### config.mk
export PLATFORM = sky130hd
export DESIGN_NAME = kmu_task_scheduler
export DESIGN_NICKNAME = d
export VERILOG_FILES = /design/src/rtl/kmu_task_scheduler.sv
export SDC_FILE = /design/constraint.sdc
export NUM_CORES = 1
export LEC_CHECK = 0
export ABC_AREA = 1
export BUFFER_PORTS_ARGS = -buffer_cell sky130_fd_sc_hd__buf_2
export CAP_MARGIN = 15
export CORE_ASPECT_RATIO = 1.4
export CORE_MARGIN = 2
export CORE_UTILIZATION = 51
export CTS_CLUSTER_SIZE = 14
export DETAILED_ROUTE_END_ITERATION = 12
export PLACE_DENSITY = 0.83
export SKIP_LAST_GASP = 1
export SYNTH_ARGS = -nofsm -noshare
export SYNTH_HDL_FRONTEND = slang
export SYNTH_SLANG_ARGS = --single-unit
export TNS_END_PERCENT = 50
### constraint.sdc
create_clock -name clk -period 7.5 [get_ports clk]
set_input_delay 0 -clock clk [delete_from_list [all_inputs] [get_ports clk]]
set_output_delay 0 -clock clk [all_outputs]
set_load 0.01 [all_outputs]
### src/rtl/kmu_task_scheduler.sv
// kmu_task_scheduler: credit-based round-robin task dispatcher.
// Accepts one task at a time from the cluster input and routes it to the next
// socket, in circular order, that still has spare in-flight capacity. Each
// socket's capacity is counted by a small credit counter. A drain handshake
// empties the block before the sockets are reconfigured or reset.
// Optional build macro TASK_SCHED_PERF_EN adds dispatch and stall counters.

// Per-socket in-flight counter. A credit is reserved when a task is accepted
// for this socket and returned on the socket's task_done pulse.
module kmu_task_sched_credit #(
  parameter int MAX_INFLIGHT = 2,
  parameter int CNT_WIDTH    = 2
) (
  input  logic clk,
  input  logic reset,
  input  logic inc,
  input  logic dec,
  output logic eligible,
  output logic nonzero,
  output logic zero_nxt
);
  logic [CNT_WIDTH-1:0] credit, credit_nxt;

  // Next count: inc and dec together cancel; a dec with nothing in flight is dropped.
  always_comb begin
    credit_nxt = credit;
    if (inc && !dec)
      credit_nxt = credit + 1'b1;
    else if (dec && !inc && credit != '0)
      credit_nxt = credit - 1'b1;
  end

  // Credit register.
  always_ff @(posedge clk) begin
    if (reset) credit <= '0;
    else       credit <= credit_nxt;
  end

  // Eligibility uses the registered count, so a completion only frees capacity next cycle.
  assign eligible = credit < CNT_WIDTH'(MAX_INFLIGHT);
  assign nonzero  = credit != '0;
  assign zero_nxt = credit_nxt == '0;

  // A completion for a socket that has nothing in flight is an upstream bug.
  a_no_underflow: assert property (@(posedge clk) disable iff (reset) !(dec && credit == '0));
endmodule

module kmu_task_scheduler #(
  parameter int NUM_SOCKETS  = 4,
  parameter int TASK_WIDTH   = 64,
  parameter int MAX_INFLIGHT = 2
) (
  input  logic                   clk,
  input  logic                   reset,
  input  logic                   task_in_valid,
  input  logic [TASK_WIDTH-1:0]  task_in_data,
  output logic                   task_in_ready,
  output logic [NUM_SOCKETS-1:0] task_out_valid,
  output logic [TASK_WIDTH-1:0]  task_out_data,
  input  logic [NUM_SOCKETS-1:0] task_out_ready,
  input  logic [NUM_SOCKETS-1:0] task_done,
  input  logic                   drain_req,
  output logic                   drain_done,
  output logic                   busy
`ifdef TASK_SCHED_PERF_EN
  ,
  output logic [31:0]            perf_dispatched,
  output logic [31:0]            perf_stall_cycles
`endif
);
  localparam int CNT_WIDTH = $clog2(MAX_INFLIGHT + 1);
  localparam int PTR_W     = (NUM_SOCKETS > 1) ? $clog2(NUM_SOCKETS) : 1;

  typedef enum logic [1:0] {RUN, DRAIN, DRAINED} state_t;

  state_t                 state;
  logic [PTR_W-1:0]       rr_ptr, sel, rr_nxt;
  logic [PTR_W:0]         idx;
  logic [NUM_SOCKETS-1:0] elig, nonzero, zero_nxt, sel_oh, inc;
  logic [NUM_SOCKETS-1:0] out_valid_q;
  logic [TASK_WIDTH-1:0]  out_data_q;
  logic                   any_elig, out_fire, hold_free, accept, hold_empty_nxt;

  // Circular search for the first eligible socket starting at rr_ptr.
  always_comb begin
    sel      = '0;
    any_elig = 1'b0;
    idx      = '0;
    for (int i = 0; i < NUM_SOCKETS; i++) begin
      idx = {1'b0, rr_ptr} + (PTR_W+1)'(i);
      if (idx >= (PTR_W+1)'(NUM_SOCKETS)) idx = idx - (PTR_W+1)'(NUM_SOCKETS);
      if (!any_elig && elig[idx[PTR_W-1:0]]) begin
        any_elig = 1'b1;
        sel      = idx[PTR_W-1:0];
      end
    end
  end

  // One-hot select and pointer advance past the granted socket.
  always_comb begin
    sel_oh      = '0;
    sel_oh[sel] = 1'b1;
    if (sel == PTR_W'(NUM_SOCKETS - 1)) rr_nxt = '0;
    else                                rr_nxt = sel + 1'b1;
  end

  assign out_fire       = |(out_valid_q & task_out_ready);
  assign hold_free      = !(|out_valid_q) || out_fire;
  assign task_in_ready  = !reset && (state == RUN) && any_elig && hold_free;
  assign accept         = task_in_valid && task_in_ready;
  assign inc            = accept ? sel_oh : '0;
  assign hold_empty_nxt = !accept && hold_free;

  for (genvar s = 0; s < NUM_SOCKETS; s++) begin : g_sock
    kmu_task_sched_credit #(
      .MAX_INFLIGHT (MAX_INFLIGHT),
      .CNT_WIDTH    (CNT_WIDTH)
    ) u_credit (
      .clk      (clk),
      .reset    (reset),
      .inc      (inc[s]),
      .dec      (task_done[s]),
      .eligible (elig[s]),
      .nonzero  (nonzero[s]),
      .zero_nxt (zero_nxt[s])
    );
  end

  // Holding register: capture on accept, clear once the chosen socket takes it.
  always_ff @(posedge clk) begin
    if (reset) begin
      out_valid_q <= '0;
      out_data_q  <= '0;
      rr_ptr      <= '0;
    end else if (accept) begin
      out_valid_q <= sel_oh;
      out_data_q  <= task_in_data;
      rr_ptr      <= rr_nxt;
    end else if (out_fire) begin
      out_valid_q <= '0;
    end
  end

  assign task_out_valid = out_valid_q;
  assign task_out_data  = out_data_q;
  assign busy           = (|out_valid_q) || (|nonzero);

  // Drain FSM; drain_done is registered alongside the state so it tracks DRAINED exactly.
  // DRAIN exits on next-cycle emptiness so drain_done rises right after the last completion.
  always_ff @(posedge clk) begin
    if (reset) begin
      state      <= RUN;
      drain_done <= 1'b0;
    end else begin
      case (state)
        RUN: begin
          if (drain_req) state <= DRAIN;
        end
        DRAIN: begin
          if (!drain_req) begin
            state <= RUN;
          end else if (hold_empty_nxt && (&zero_nxt)) begin
            state      <= DRAINED;
            drain_done <= 1'b1;
          end
        end
        DRAINED: begin
          if (!drain_req) begin
            state      <= RUN;
            drain_done <= 1'b0;
          end
        end
        default: begin
          state      <= RUN;
          drain_done <= 1'b0;
        end
      endcase
    end
  end

`ifdef TASK_SCHED_PERF_EN
  // Dispatch and upstream-stall counters, free-running modulo 2^32.
  always_ff @(posedge clk) begin
    if (reset) begin
      perf_dispatched   <= '0;
      perf_stall_cycles <= '0;
    end else begin
      if (out_fire) perf_dispatched <= perf_dispatched + 32'd1;
      if (state == RUN && task_in_valid && !task_in_ready)
        perf_stall_cycles <= perf_stall_cycles + 32'd1;
    end
  end
`endif
endmodule

==> results.md <==
* Pwr Density at 286.2 mW/mm2
* Die ar. at 0.007550 mm2
* Synth Cell Area at roughly 0.0035 mm2
* Die H at 102.0 um
* Ratio of cells with drive above 1 in the final layout at 0.2771
* Slew @ Worst Pin at roughly 1100 ps
* Port bufs at about 150
* Achievable clock frequency at 0.2666 GHz
* Nets at roughly 760
* Sequential area share after synthesis at 0.4634
* Starting Density at 0.5292
* # resized after CTS at 0
* Synth-to-Final Area Change at 45.80%
* Synth warn at 0
* First-pass GRT wire length at about 18000 um
* Outcome: completed
* Core box area at 0.006613 mm2
* Grt total ovfl at 0
* Ant diodes at 0
* Fin. max-slew vios at 0
* Final setup fails at 0
* Largest net degree at the start of global routing at 70
* Critical path class: input port to flip-flop
* Hpwl dp at around 6700 um
* Antenna violations before repair at 0
* Sinks on the clock net at 81
* DRC at 0
* Crit Path Max Fanout at just under 70
* Synth Net Count at 561
* Final period demand of the worst path at 3750 ps
* Placed insts at about 690
* Hold Crit Start: task_done[3]
* Cell variety after synth at 30
* CP Data Arrival Time at between 3000 and 4000 ps
* DRT antenna net count at 0
* Clk pin slew, worst setup/hold paths at about 80 ps
* Min-Delay Path Class: input port to flip-flop
* Htree depth at 3
* Leakage at approximately 2.6 nW
* Max-cap violations at 0
* RSZ-0062 raised after global routing: no
* Worst r2r src: rr_ptr[0]
* GPL Wtd Cong at roughly 0.84
* Cells after Synth at 477
* Routed WL per cell at ~15 um
* Worst setup startpoint: reset
* Die Span X at between 70 and 80 um
* Final TNS setup at 0 ps
* Clock skew at between 10 and 15 ps
* Clock latency on the worst-skew pair at roughly 350 ps
* #FFs+latches synth at 81
* Via count at 4051
* Number of global-route vias before repair at between 4000 and 5000
* Total CTS buffers at 9
* Crit end category: flip-flop
* DRT Pass-1 Iters at 5
* Worst Path Required at ~7700 ps
* Bufs on Longest Clock Path at 2
* Worst hold slack at 62.21 ps
* CTS tree: built
* Fin crit share at 0.5000
* CP startpoint kind: input port
* Peak VDD IR at around 0.19 mV
* # IOs at ~150
* Final hold vios at 0
* Util after Layout at 0.7716
* Slew margin rel. at 0.2704
* Row Count at 35
* DR vias/cell at around 5.2
* Power, Total at approximately 1.5 mW
* Tot GR Track Use at 0.3072
* Post-Route WL at approximately 11000 um
* CTS root buf: clkbuf_8
* DR iter-0 viols at 250
* Cell Count, Final, Fillers Out at slightly below 800
* Syn avg cell area at approximately 7.3 um2
synthesized netlist by cell type (all sizes together):
master  number  area [um2]
a21oi       13       80.08
a31oi        1       6.260
buf          8       55.04
clkbuf      16       60.06
dfxtp       81        1622
ha           8       100.1
inv         29       111.4
nand2       65       271.5
nand3       20       162.6
nand3b       1       7.510
nand4        9       56.30
nor2       153       594.3
nor3         1       5.000
o21ai       69       345.3
o31ai        1       7.510
or2          1       6.260
xor2         1       8.760
cell type report:
class                   count  area (um2)
multi-input cells         343        1652
well taps                  92       115.1
inverters                  29       111.4
flip-flops and latches     81        1622
clock buffers              11       141.4
clock inverters             5       62.56
repair buffers            213        1399
fillers                   405        1510
state kept, by name (all words and copies together), names as in the netlist:
signal                  flops
state                       2
task_out_valid              4
g_sock.u_credit.credit      8
rr_ptr                      2
drain_done                  1
task_out_data              64
stage by stage:
step | setup slack [ps] | instance area [um2]
global placement | 4181 | 4238
floorplan | 4979 | 3500
finish | 3750 | 5102
global route | 3446 | 5102
CTS | 3912 | 5102
detailed placement | 4097 | 4238
final timing paths:
path | endpoint | slack (ps) | cells past startpoint
worst min-delay path | g_sock[3].u_credit.credit[1] | 60 | 4
worst max register to register | rr_ptr[1] | 4260 | 12
worst max-delay path | rr_ptr[1] | 3750 | 11
worst min register to register | task_out_valid[3] | 500 | 2
cell families (layout without fill, tap and decap cells):
kind of cell | count (synthesis) | in the layout | share of synthesized area
simple gates | 250 | 250 | 0.3153
compound gates | 84 | 84 | 0.1255
flops | 81 | 81 | 0.4634
buf+inv | 53 | 258 | 0.06471
fa+ha+maj | 8 | 8 | 0.02860
xor+xnor | 1 | 1 | 0.002503
layer usage:
| metal | part of all wire | GRT usage |
|---|---|---|
| met5 | 0 | 0 |
| met4 | 0.060 | 0.1860 |
| met3 | 0.057 | 0.07594 |
| met2 | 0.54 | 0.5563 |
| met1 | 0.35 | 0.3088 |
power by group:
group	switching (mW)	leakage, nW	internal, mW
Sequential	0.0500	0.664	0.512
Combinational	0.356	1.82	0.219
Clock	0.159	0.0962	0.165
Total	0.564	2.58	0.896
cells in the final DEF (no fill, tap or decap), types with 2 or more instances in the layout:
master,netlist,routed
dfxtp_1,81,81
a21oi_1,11,11
dlygate4sd3_1,0,66
clkbuf_8,0,10
nand4_1,9,9
nand2_2,8,8
ha_1,8,8
clkinvlp_4,0,2
buf_2,5,146
inv_1,26,25
o21ai_1,3,3
nand3_4,5,5
nand3_1,15,15
nor2_1,147,147
nor2_2,5,5
inv_2,2,3
o21ai_0,66,66
nand2_1,56,56
critical path, stage by stage:
cell           delay (ps)
dlygate4sd3_1         550
buf_2                 220
inv_2                 670
nand3_1               240
a21oi_4               230
nand2_4                80
nor2_4                490
buf_4                 510
inv_2                 510
o21ai_0               340
a21oi_1                60
what timing repair did:
item,4_1_cts,5_1_grt
setup buffers,0,0
hold endpoints to repair,71,0
hold buffers,66,0
No activity file was read; power rests on OpenSTA's default activity.
